[src/rtl/vram_arbiter.sv]
// Single-port VRAM arbiter: pipelined video reads with absolute priority, CPU req/ack in free slots.
// Optional VRAM_ARB_STALL_COUNT_EN adds a saturating count of CPU cycles lost to video.
module vram_arbiter #(
    parameter int unsigned ADDR_WIDTH = 15,
    parameter int unsigned DATA_WIDTH = 3
) (
    input  logic                  clk,
    input  logic                  n_rst_async,
    input  logic                  vid_req,
    input  logic [ADDR_WIDTH-1:0] vid_addr,
    output logic [DATA_WIDTH-1:0] vid_rdata,
    output logic                  vid_rvalid,
    input  logic                  cpu_req,
    input  logic                  cpu_we,
    input  logic [ADDR_WIDTH-1:0] cpu_addr,
    input  logic [DATA_WIDTH-1:0] cpu_wdata,
    output logic                  cpu_ack,
    output logic [DATA_WIDTH-1:0] cpu_rdata,
    output logic [ADDR_WIDTH-1:0] mem_addr,
    output logic                  mem_we,
    output logic [DATA_WIDTH-1:0] mem_wdata,
    input  logic [DATA_WIDTH-1:0] mem_rdata
`ifdef VRAM_ARB_STALL_COUNT_EN
    ,
    output logic [15:0]           cpu_stall_cycles
`endif
);

    typedef enum logic [1:0] {StIdle, StIssued, StResp, StAck} cpu_state_e;

    cpu_state_e            state_q, state_d;
    logic                  cpu_grant;
    logic                  cpu_rd_q;
    logic [1:0]            vid_tag_q;
    logic [ADDR_WIDTH-1:0] mem_addr_q;
    logic                  mem_we_q;
    logic [DATA_WIDTH-1:0] mem_wdata_q;
    logic [DATA_WIDTH-1:0] vid_rdata_q;
    logic                  vid_rvalid_q;
    logic                  cpu_ack_q;
    logic [DATA_WIDTH-1:0] cpu_rdata_q;

    always_comb begin
        state_d   = state_q;
        cpu_grant = 1'b0;
        unique case (state_q)
            StIdle: begin
                if (cpu_req && !vid_req) begin
                    cpu_grant = 1'b1;
                    state_d   = StIssued;
                end
            end
            StIssued: state_d = StResp;
            StResp:   state_d = StAck;
            StAck:    state_d = StIdle;
            default:  state_d = StIdle;
        endcase
    end

    always_ff @(posedge clk or negedge n_rst_async) begin
        if (!n_rst_async) begin
            state_q      <= StIdle;
            cpu_rd_q     <= 1'b0;
            vid_tag_q    <= '0;
            mem_addr_q   <= '0;
            mem_we_q     <= 1'b0;
            mem_wdata_q  <= '0;
            vid_rdata_q  <= '0;
            vid_rvalid_q <= 1'b0;
            cpu_ack_q    <= 1'b0;
            cpu_rdata_q  <= '0;
        end else begin
            state_q   <= state_d;
            // Tag bit 1 marks the slot whose read data is on mem_rdata this cycle.
            vid_tag_q <= {vid_tag_q[0], vid_req};

            if (vid_req) begin
                mem_addr_q <= vid_addr;
                mem_we_q   <= 1'b0;
            end else if (cpu_grant) begin
                mem_addr_q  <= cpu_addr;
                mem_we_q    <= cpu_we;
                mem_wdata_q <= cpu_wdata;
                cpu_rd_q    <= !cpu_we;
            end else begin
                mem_we_q <= 1'b0;
            end

            vid_rvalid_q <= vid_tag_q[1];
            if (vid_tag_q[1]) begin
                vid_rdata_q <= mem_rdata;
            end

            cpu_ack_q <= (state_d == StAck);
            if (state_q == StResp && cpu_rd_q) begin
                cpu_rdata_q <= mem_rdata;
            end
        end
    end

`ifdef VRAM_ARB_STALL_COUNT_EN
    logic [15:0] stall_q;

    always_ff @(posedge clk or negedge n_rst_async) begin
        if (!n_rst_async) begin
            stall_q <= '0;
        end else if (state_q == StIdle && cpu_req && vid_req && stall_q != 16'hFFFF) begin
            stall_q <= stall_q + 16'd1;
        end
    end

    assign cpu_stall_cycles = stall_q;
`endif

    assign mem_addr   = mem_addr_q;
    assign mem_we     = mem_we_q;
    assign mem_wdata  = mem_wdata_q;
    assign vid_rdata  = vid_rdata_q;
    assign vid_rvalid = vid_rvalid_q;
    assign cpu_ack    = cpu_ack_q;
    assign cpu_rdata  = cpu_rdata_q;

endmodule

[config.mk]
export PLATFORM = sky130hd
export DESIGN_NAME = vram_arbiter
export DESIGN_NICKNAME = d
export VERILOG_FILES = /design/src/rtl/vram_arbiter.sv
export SDC_FILE = /design/constraint.sdc
export NUM_CORES = 1
export LEC_CHECK = 0
export CAP_MARGIN = 20
export CORE_AREA = 3 3 63 65
export CTS_CLUSTER_SIZE = 8
export DETAILED_ROUTE_END_ITERATION = 10
export DIE_AREA = 0 0 66 68
export PLACE_DENSITY = 0.82
export SYNTH_ARGS = -nofsm -noshare
export SYNTH_HDL_FRONTEND = slang
export SYNTH_SLANG_ARGS = --single-unit
[constraint.sdc]
create_clock -name clk -period 2.5 [get_ports clk]
set_input_delay 0.5 -clock clk [delete_from_list [all_inputs] [get_ports clk]]
set_output_delay 0.5 -clock clk [all_outputs]
set_load 0.03 [all_outputs]
# Word-level counts from Yosys, hierarchy flattened
# Cells that the tools add are included.
dict set report totals {
  n_memories 0
  latch_bits 0
  inputBits 41
  romBits 0
  out_inout_bits 27
  ram_bits 0
  wordCells 30
  regBits 32
}
dict set report classes {
  n_addsub 0
  muxes 8
  mul 0
  magnitude_cmp 0
  shift 0
  div 0
  n_eq_ne 4
  reduce_logical 7
  n_bitwise 1
}
# op count
set ops {}
lappend ops {{$mux W15} 2}
lappend ops {{$pmux W2 S4} 1}
lappend ops {{$eq A2 B2 Y1 const B} 3}
lappend ops {{$mux W1} 4}
lappend ops {{$eq A2 B1 Y1 const B} 1}
lappend ops {{$logic_and A1 B1 Y1} 2}
lappend ops {{$logic_not A1 Y1} 2}
lappend ops {{$logic_not A2 Y1} 1}
lappend ops {{$mux W2} 1}
lappend ops {{$reduce_and A2 Y1} 1}
lappend ops {{$reduce_bool A2 Y1} 1}
lappend ops {{$not A1 Y1} 1}

# Logic depth before layout (Yosys ltp)
# Gate-level depths: netlist of the first run.
dict set report depth {
  ltp_word 6
  ltp_mapped 6
}

# Worst setup path after synthesis of the first run
# Ideal clock, no wire load.
dict set report synth_timing {
  path_kind {register to register}
  from {register state_q[0]}
  to {register mem_addr_q[10] (netlist: mem_addr[10])}
  arrival_time_ps 1154
  path_buffers 2
  required_ps 2399
  path_stages_with_launch 7
  setup_slack_ps 1245
  path_cell_list {dfrtp_1 -> inv_1 -> ha_1 -> buf_6 -> and2_4 -> buf_6 -> o311ai_2}
}
dict set report synth_between {
  elab_chain_len 3
}
# element line
set synth_lines {}
lappend synth_lines {{from (decl)} 31} ;# cpu_state_e state_q, state_d;
lappend synth_lines {{from (signal assigned)} 62} ;# state_q <= StIdle;
lappend synth_lines {{from (signal assigned)} 73} ;# state_q <= state_d;
lappend synth_lines {{$logic_not A2 Y1} 46} ;# unique case (state_q)
lappend synth_lines {{$mux W1} 46}
lappend synth_lines {{$reduce_bool A2 Y1 (no line)} -}
lappend synth_lines {{to (signal assigned)} 78} ;# mem_addr_q <= vid_addr;
lappend synth_lines {{to (signal assigned)} 81} ;# mem_addr_q <= cpu_addr;
lappend synth_lines {{to (decl)} 35} ;# logic [ADDR_WIDTH-1:0] mem_addr_q;
# No other way between the ends.
# A chain may end at the register's enable or synchronous reset.

# Worst setup path in the final report of the first run
dict set report layout_timing {
  from {register mem_addr_q[6] (netlist: mem_addr[6])}
  to {output mem_addr[6]}
}
# element line
set layout_rtl {}
lappend layout_rtl {{to (decl)} 19} ;# output logic [ADDR_WIDTH-1:0] mem_addr,
# No word-level cell between the ends.

==> flow_summary.ini, run 1 <==
[die]
start_util = 0.450
core_sq_um = 3390
row_count = 21
fp.dieW_um = 66
io_pins = 68
fp.dieH_um = 68
dieArea_sq_um = 4490

[synth]
yosysWarnings = 0
synth-edff-count = 0
synth_area_per_cell_sq_um = 12.3
syn-cell-area_sq_um = 1530
netlist.area_leader.share = 0.525
synthCells = 124
ys_types = 18
synthArstFlopShare = 1.00
syn-num-nets = 167
synth_ff_type = dfrtp_1
yosysTopAreaCell = dfrtp_1
synth_common_cells = dfrtp_1 (32), inv_1 (18), nand2_1 (16)
ys_top_cells_by_area = dfrtp_1 (52%), o311ai_2 (11%), nand4b_1 (8.6%)
synth.most_common_cell = dfrtp_1
ys_seq_area_frac = 0.525
synth-seq-cells = 32

[clock_network]
cts_tree = yes
numCtsBuffers = 5
clkLatencyLatePin_ps = 330
cts_buffer_depth = 2
ctsResizeCount = 0
post-cts-setup-buffer-count = 0
cts_root_buffer = clkbuf_4
htree_levels = 2
postCtsHoldBufs = 0
clkTransAtPathRegs_ps = 100
clkSinkCount = 32

[job]
maxCapViolations = 0

[placed_design]
gp_congestion = 0.709
placed_cells = 231
port_buffers = 67
dp_hpwl_um = 2660
dpl_cell_area_sq_um = 2210

[critical_path]
worstSetupEndpointType = output port
timing_worst_setup_path_type = flop to output port
regToRegSetupSlack_ps = 910
worst-path-buf-inv = 1
r2r_cells = 4
crit_path_max_incr_delay_ps = 700
rr_endpoint = mem_addr[0]$_DFFE_PN0P_
path_delay_family = buffers and inverters
worst_ep_required_time_ps = 2000
slowest_stage = clkdlybuf4s50_1
cp_max_fo = 2
startpoint_type = flop
crit_chain = clkdlybuf4s50_1
reg2reg_from = state_q[0]$_DFF_PN0_
arrival_ps = 1400

[run_status]
status = finished, final reports clean

[sta]
tns_ps = 0
period_minus_slack_ps = 1900
max_freq_mhz = 526
rsz0062_at_grt = false
slew_headroom = 0.690
hold_violations = 0
fin_skew_ps = 7.73
finalCritPeriodShare = 0.761
tightest_slew_ps = 464
setup_viol = 0
final_max_slew_viol_count = 0

[power_and_ir_drop]
p_leak_nw = 0.975
power_density_nw_per_um2 = 896
ir_worst_vdd_v = 0.000401
seqPwrFrac = 0.353
p_sw_w = 0.000737
p_int_w = 0.00133
clkPwrFrac = 0.212
p_sw_frac = 0.356
comb_power_share = 0.435

[worst_hold_path]
min_path_type = flop to flop
min_from = vid_tag_q[0]$_DFF_PN0_
hold-path-endpoint = vid_tag_q[1]$_DFF_PN0_
holdPathStages = 0

[routing]
avgRoutedWirePerCell_um = 14.9
drc = 0
vias = 1220
first_pass_iters = 4
totalWireLength_um = 3570
drt_iter0_drc = 48
routed_via_density = 5.10
ant_nets = 0

[layout]
drive_gt1_frac = 0.171
final_cell_area_sq_um = 2310
fin_cells = 239
final_nets = 235
fillCellCount = 256
area_delta_synth_final_pct = 51.1
antennaDiodeCount = 0

[global_routing]
gr-total-overflow = 0
grt_pass1_vias = 1264
grt_usage = 0.171
grt_max_degree = 48
antenna_found_initial = 0
grt_first_pass_wirelength_um = 5750
==> placed cells by master (no fill, tap or decap) <==
master,n
nand2b_1,1
inv_1,18
nor2_1,2
clkbuf_8,2
and2_4,1
clkdlybuf4s50_1,67
nand2_1,16
nand4b_1,15
nand3b_4,1
buf_4,4
mux2_1,1
ha_1,2
o311ai_0,5
mux2_2,9
clkbuf_4,5
o311ai_2,10
bufinv_16,1
a31oi_1,1
dfrtp_1,32
==> layout make-up <==
class                   count  area (sq um)  area share
clock inverters             1          30.0      0.0130
well taps                  46          57.6      0.0250
inverters                  18          67.6      0.0293
clock buffers               7          65.1      0.0282
multi-input cells          64           584       0.253
flip-flops and latches     32           801       0.347
repair buffers             71           701       0.304
==> power by group through the flow <==
stage,Combinational [W],Clock (W),Sequential [W]
floorplan,0.000328,0,0.000960
global placement,0.000887,0,0.000735
detailed placement,0.000909,0,0.000741
CTS,0.000911,0.000453,0.000733
global route,0.000960,0.000478,0.000751
finish,0.000898,0.000439,0.000730
==> registers in the layout, summed over array words and instances (netlist names) <==
register and count:
mem_addr 15, cpu_rdata 3, mem_wdata 3, vid_rdata 3, state_q 2, vid_tag_q 2
cpu_ack 1, cpu_rd_q 1, mem_we 1, vid_rvalid 1
==> logic make-up (layout without fill, tap and decap cells) <==
kind of cell,Yosys count,after routing,synth area share
flip-flops,32,32,0.525
adder cells (fa/ha/maj),2,2,0.0164
AND/OR/NAND/NOR,36,36,0.153
buffers and inverters,28,97,0.0926
multiplexers,10,10,0.0738
AO/OA/AOI/OAI,16,16,0.139
==> worst max path at each step <==
stage	start	to	slack, ps	depth (start not counted)
2_1_floorplan	state_q[0]$_DFF_PN0_	mem_addr[10]$_DFFE_PN0P_	1250	6
3_3_place_gp	cpu_req	mem_addr[1]$_DFFE_PN0P_	610	3
3_5_place_dp	cpu_req	mem_addr[0]$_DFFE_PN0P_	540	3
4_1_cts	mem_addr[6]$_DFFE_PN0P_	mem_addr[6]	580	1
5_1_grt	mem_addr[6]$_DFFE_PN0P_	mem_addr[6]	540	1
6_report	mem_addr[6]$_DFFE_PN0P_	mem_addr[6]	600	1
==> metrics by stage <==
stage | util | setup slack (ps) | total power (W) | hold slack [ps]
3_3_place_gp | 0.652 | 612 | 0.00162 | 332
6_report | 0.680 | 598 | 0.00207 | 365
5_1_grt | 0.680 | 541 | 0.00219 | 373
4_1_cts | 0.680 | 584 | 0.00210 | 368
2_1_floorplan | - | 1250 | 0.00129 | 204
3_5_place_dp | 0.652 | 535 | 0.00165 | 346
==> routing by layer <==
layer | routed length (um) | part of all wire | global-route usage | vias up
met4 | 122 | 0.034 | 0.0990 | 0
met5 | 0 | 0 | 0 | -
met3 | 280 | 0.078 | 0.0558 | 11
li1 | - | - | - | 572
met1 | 1440 | 0.40 | 0.200 | 581
met2 | 1730 | 0.48 | 0.277 | 56
No activity file was read; power rests on OpenSTA's default activity.
==> inputs of run 2 (changes only) <==
--- a/config.mk
+++ b/config.mk
@@ -6,11 +6,11 @@
 export NUM_CORES = 1
 export LEC_CHECK = 0
 export CAP_MARGIN = 20
-export CORE_AREA = 3 3 63 65
+export CORE_AREA = 3 3 66 68
 export CTS_CLUSTER_SIZE = 8
 export DETAILED_ROUTE_END_ITERATION = 10
-export DIE_AREA = 0 0 66 68
-export PLACE_DENSITY = 0.82
+export DIE_AREA = 0 0 69 71
+export PLACE_DENSITY = 0.76
 export SYNTH_ARGS = -nofsm -noshare
 export SYNTH_HDL_FRONTEND = slang
 export SYNTH_SLANG_ARGS = --single-unit
==> constraint.sdc (replaced) <==
create_clock -name clk -period 1.9 [get_ports clk]
set_input_delay 0.38 -clock clk [delete_from_list [all_inputs] [get_ports clk]]
set_output_delay 0.38 -clock clk [all_outputs]
set_load 0.03 [all_outputs]
==> run 2 against run 1 <==
  * Cell count up 2.1%
  * Total power up 35%
  * Register-to-register slack worse by 330 ps
  * Sequential power up 32%
  * Sequential cell count unchanged
  * Clock-buffer cell count down 2
  * Global-route usage down 0.40 points
  * Largest cell class unchanged
  * Critical path type unchanged
  * Routed wire length up 0.81%
  * Clock power up 45%
  * Largest power group unchanged
  * Combinational power up 33%
  * Worst setup slack worse by 400 ps
  * Die area up 9.2%
  * Highest routed layer unchanged
==> flow_summary.ini, run 2 (synthesis results as in run 1) <==
[global_routing]
grt_max_degree = 33
grt_first_pass_wirelength_um = 6540
grt_usage = 0.167
antenna_found_initial = 0
gr-total-overflow = 0
grt_pass1_vias = 1365

[critical_path]
crit_chain = clkdlybuf4s50_1
cp_max_fo = 2
worstSetupEndpointType = output port
worst_ep_required_time_ps = 1520
timing_worst_setup_path_type = flop to output port
startpoint_type = flop
arrival_ps = 1330
crit_path_max_incr_delay_ps = 680
path_delay_family = buffers and inverters
worst-path-buf-inv = 1
slowest_stage = clkdlybuf4s50_1

[layout]
seq_area_sq_um = 801
multiInputGateArea_sq_um = 584
mostFrequentLayoutCell = clkdlybuf4s50_1
area_delta_synth_final_pct = 53.0
fin_cells = 244
final_cell_mix = clkdlybuf4s50_1 (67), dfrtp_1 (32), inv_1 (18)
final_nets = 236
antennaDiodeCount = 0
fillCellCount = 329
largest_reg_flops = 15
drive_gt1_frac = 0.175

[placed_design]
dp_hpwl_um = 2650
gp_congestion = 0.693
port_buffers = 67
placed_cells = 236

[clock_network]
cts_tree = yes
clkTransAtPathRegs_ps = 70
clkSinkCount = 32
clkLatencyLatePin_ps = 280
numCtsBuffers = 5
cts_root_buffer = clkbuf_8
cts_buffer_depth = 2
ctsResizeCount = 0
post-cts-setup-buffer-count = 0
htree_levels = 2
postCtsHoldBufs = 0

[die]
dieArea_sq_um = 4900
start_util = 0.390
fp.dieW_um = 69
io_pins = 68
row_count = 23
fp.dieH_um = 71
core_sq_um = 3910

[sta]
rsz0062_at_grt = false
setup_viol = 0
fin_skew_ps = 6.89
period_minus_slack_ps = 1710
tightest_slew_ps = 402
finalCritPeriodShare = 0.898
tns_ps = 0
slew_headroom = 0.732
max_freq_mhz = 586
hold_violations = 0
final_max_slew_viol_count = 0

[routing]
first_pass_iters = 4
routed_via_density = 5.01
drt_iter0_drc = 37
ant_nets = 0
totalWireLength_um = 3600
vias = 1222
avgRoutedWirePerCell_um = 14.8
drc = 0

[worst_hold_path]
min_path_type = flop to flop

[power_and_ir_drop]
ir_worst_vdd_v = 0.000551
power_density_nw_per_um2 = 1190
p_leak_nw = 0.982

[job]
maxCapViolations = 0

[run_status]
status = finished, final reports clean
## run 2: cell types whose count changed in the layout (fill, tap and decap cells not counted)
cell        change
buf_4           +1
clkinvlp_4      +1
clkbuf_4        -5
clkinv_2        +1
clkbuf_8        +3
## run 2: stage by stage
step	total power, W	utilization	area [sq um]	setup WS [ps]	hold slack [ps]
after floorplan	0.00169	-	1530	645	84.4
after global placement	0.00213	0.568	2220	335	338
after detailed placement	0.00217	0.568	2220	284	335
after CTS	0.00283	0.597	2330	170	356
after global routing	0.00296	0.597	2330	129	360
final	0.00278	0.597	2330	194	353
## run 2: cell type report
type / count / share of cell area
tap: 50 / 0.0268
clock inverter: 3 / 0.0182
clock buffer: 5 / 0.0295
inverter: 18 / 0.0289
sequential: 32 / 0.343
timing repair buffer: 72 / 0.303
multi-input combinational: 64 / 0.250
## run 2: per-layer routing
metal | wire length, um | global-route usage
met1 | 1500 | 0.188
met2 | 1700 | 0.283
met3 | 366 | 0.0767
met4 | 36 | 0.0542
met5 | 0 | 0
## run 2: path summary, 6_finish.rpt
kind                                          startpoint                  endpoint  slack, ps  depth (start not counted)
worst min-delay path              vid_tag_q[0]$_DFF_PN0_    vid_tag_q[1]$_DFF_PN0_        350                          0
worst max register to register      state_q[0]$_DFF_PN0_   mem_addr[2]$_DFFE_PN0P_        580                          4
max in group asynchronous                    n_rst_async  mem_wdata[1]$_DFFE_PN0P_       1100                          2
worst min register to register    vid_tag_q[0]$_DFF_PN0_    vid_tag_q[1]$_DFF_PN0_        350                          0
worst max-delay path            mem_addr[12]$_DFFE_PN0P_              mem_addr[12]        190                          1
min in group asynchronous                    n_rst_async   mem_addr[7]$_DFFE_PN0P_        510                          2
## run 2: power by group
part / switching, W / leakage (nW) / total, W / internal (W)
Clock: 0.000248 / 0.0541 / 0.000636 / 0.000388
Combinational: 0.000654 / 0.543 / 0.00119 / 0.000534
Sequential: 0.0000915 / 0.385 / 0.000960 / 0.000868
Total: 0.000994 / 0.982 / 0.00278 / 0.00179
==> inputs of run 3 (changes only) <==
--- a/config.mk
+++ b/config.mk
@@ -11,6 +11,7 @@
 export DETAILED_ROUTE_END_ITERATION = 10
 export DIE_AREA = 0 0 69 71
 export PLACE_DENSITY = 0.76
+export SETUP_SLACK_MARGIN = 0.15
 export SYNTH_ARGS = -nofsm -noshare
 export SYNTH_HDL_FRONTEND = slang
 export SYNTH_SLANG_ARGS = --single-unit
==> run 3 against run 2 <==
  * Global-route usage did not move
  * Via count barely moved
  * Sequential power barely moved
  * Die area did not move
  * Critical path type unchanged
  * Critical endpoint is now mem_addr[6]
==> flow_summary.ini, run 3 (synthesis results as in run 1) <==
[routing]
vias = 1221
dr_wl_met3_um = 368
avgRoutedWirePerCell_um = 14.8
highest_layer = met4
met2_length_um = 1720
drt_iter0_drc = 38
first_pass_iters = 4
routed_via_density = 5.00
drc = 0
totalWireLength_um = 3610
ant_nets = 0
wl_met1_um = 1490

[die]
io_pins = 68
core_sq_um = 3910
row_count = 23
fp.dieH_um = 71
start_util = 0.390
dieArea_sq_um = 4900
fp.dieW_um = 69

[sta]
setup_ws_ps = 200
rsz0062_at_grt = false
hold_violations = 0
fin_skew_ps = 6.34
tns_ps = 0
tightest_slew_ps = 402
period_minus_slack_ps = 1700
holdWs_ps = 354
max_freq_mhz = 588
setup_viol = 0
finalCritPeriodShare = 0.895
final_max_slew_viol_count = 0
slew_headroom = 0.732

[critical_path]
reg2reg_from = state_q[0]$_DFF_PN0_
worst-path-buf-inv = 1
regToRegSetupSlack_ps = 580
startpoint_type = flop
slowest_stage = clkdlybuf4s50_1
worstSetupEndpointType = output port
cp_max_fo = 2
worst_ep_required_time_ps = 1520
path_delay_family = buffers and inverters
crit_chain = clkdlybuf4s50_1
timing_worst_setup_path_type = flop to output port
r2r_cells = 4
arrival_ps = 1320
crit_path_max_incr_delay_ps = 680
rr_endpoint = mem_addr[2]$_DFFE_PN0P_
critical_path_depth = 1
cp-endpoint = mem_addr[6]
critPathLaunch = mem_addr[6]$_DFFE_PN0P_

[clock_network]
htree_levels = 2
numCtsBuffers = 5
cts_root_buffer = clkbuf_8
ctsResizeCount = 0
cts_tree = yes
postCtsHoldBufs = 0
cts_buffer_depth = 2
clkTransAtPathRegs_ps = 70
clkLatencyLatePin_ps = 280
clkSinkCount = 32
post-cts-setup-buffer-count = 0

[placed_design]
placed_cells = 236
gp_congestion = 0.693
dp_hpwl_um = 2650
dpl_worst_slack_ps = 284
port_buffers = 67

[global_routing]
grt_usage = 0.167
grt_max_degree = 33
grt_first_pass_wirelength_um = 6540
grt_pass1_vias = 1365
gr-total-overflow = 0
antenna_found_initial = 0

[layout]
largest_reg_flops = 15
area_delta_synth_final_pct = 53.6
fillCellCount = 328
drive_gt1_frac = 0.175
final_nets = 236
final_core_util = 0.599
mostFrequentLayoutCell = clkdlybuf4s50_1
final_cell_mix = clkdlybuf4s50_1 (63), dfrtp_1 (32), inv_1 (18)
antennaDiodeCount = 0
fin_cells = 244

[job]
maxCapViolations = 0

[worst_hold_path]
min_path_type = flop to flop

[run_status]
status = finished, final reports clean

[power_and_ir_drop]
power_density_nw_per_um2 = 1190
ir_worst_vdd_v = 0.000550
p_leak_nw = 1.03
run 3: layer usage:
| metal | track usage | up-vias |
|---|---|---|
| li1 | - | 571 |
| met1 | 0.188 | 586 |
| met2 | 0.283 | 60 |
| met3 | 0.0767 | 4 |
| met4 | 0.0542 | 0 |
| met5 | 0 | - |
run 3: worst min-delay path by stage:
stage	cells after the start	startpoint	slack, ps	to
global route	0	vid_tag_q[0]$_DFF_PN0_	360	vid_tag_q[1]$_DFF_PN0_
finish	0	vid_tag_q[0]$_DFF_PN0_	350	vid_tag_q[1]$_DFF_PN0_
global placement	0	vid_tag_q[0]$_DFF_PN0_	340	vid_tag_q[1]$_DFF_PN0_
CTS	0	vid_tag_q[0]$_DFF_PN0_	360	vid_tag_q[1]$_DFF_PN0_
floorplan	0	n_rst_async	80	cpu_ack$_DFF_PN0_
detailed placement	0	vid_tag_q[0]$_DFF_PN0_	330	vid_tag_q[1]$_DFF_PN0_
run 3: power by group:
group | total, W | internal [W] | switching, W
clock network | 0.000636 | 0.000388 | 0.000248
registers | 0.000959 | 0.000868 | 0.0000906
logic | 0.00119 | 0.000532 | 0.000655
run 3: final cells by class:
type                            count  area, sq um  area share
Inverter                           18         67.6      0.0288
Sequential cell                    32          801       0.342
Multi-Input combinational cell     64          584       0.249
Clock inverter                      3         42.5      0.0181
Timing Repair Buffer               72          718       0.306
Clock buffer                        5         68.8      0.0293
Tap cell                           50         62.6      0.0267
run 3: metrics by stage:
stage / area [sq um] / power [W]
after detailed placement: 2220 / 0.00217
after global placement: 2220 / 0.00213
after floorplan: 1530 / 0.00169
final: 2340 / 0.00278
after global routing: 2340 / 0.00295
after CTS: 2330 / 0.00283
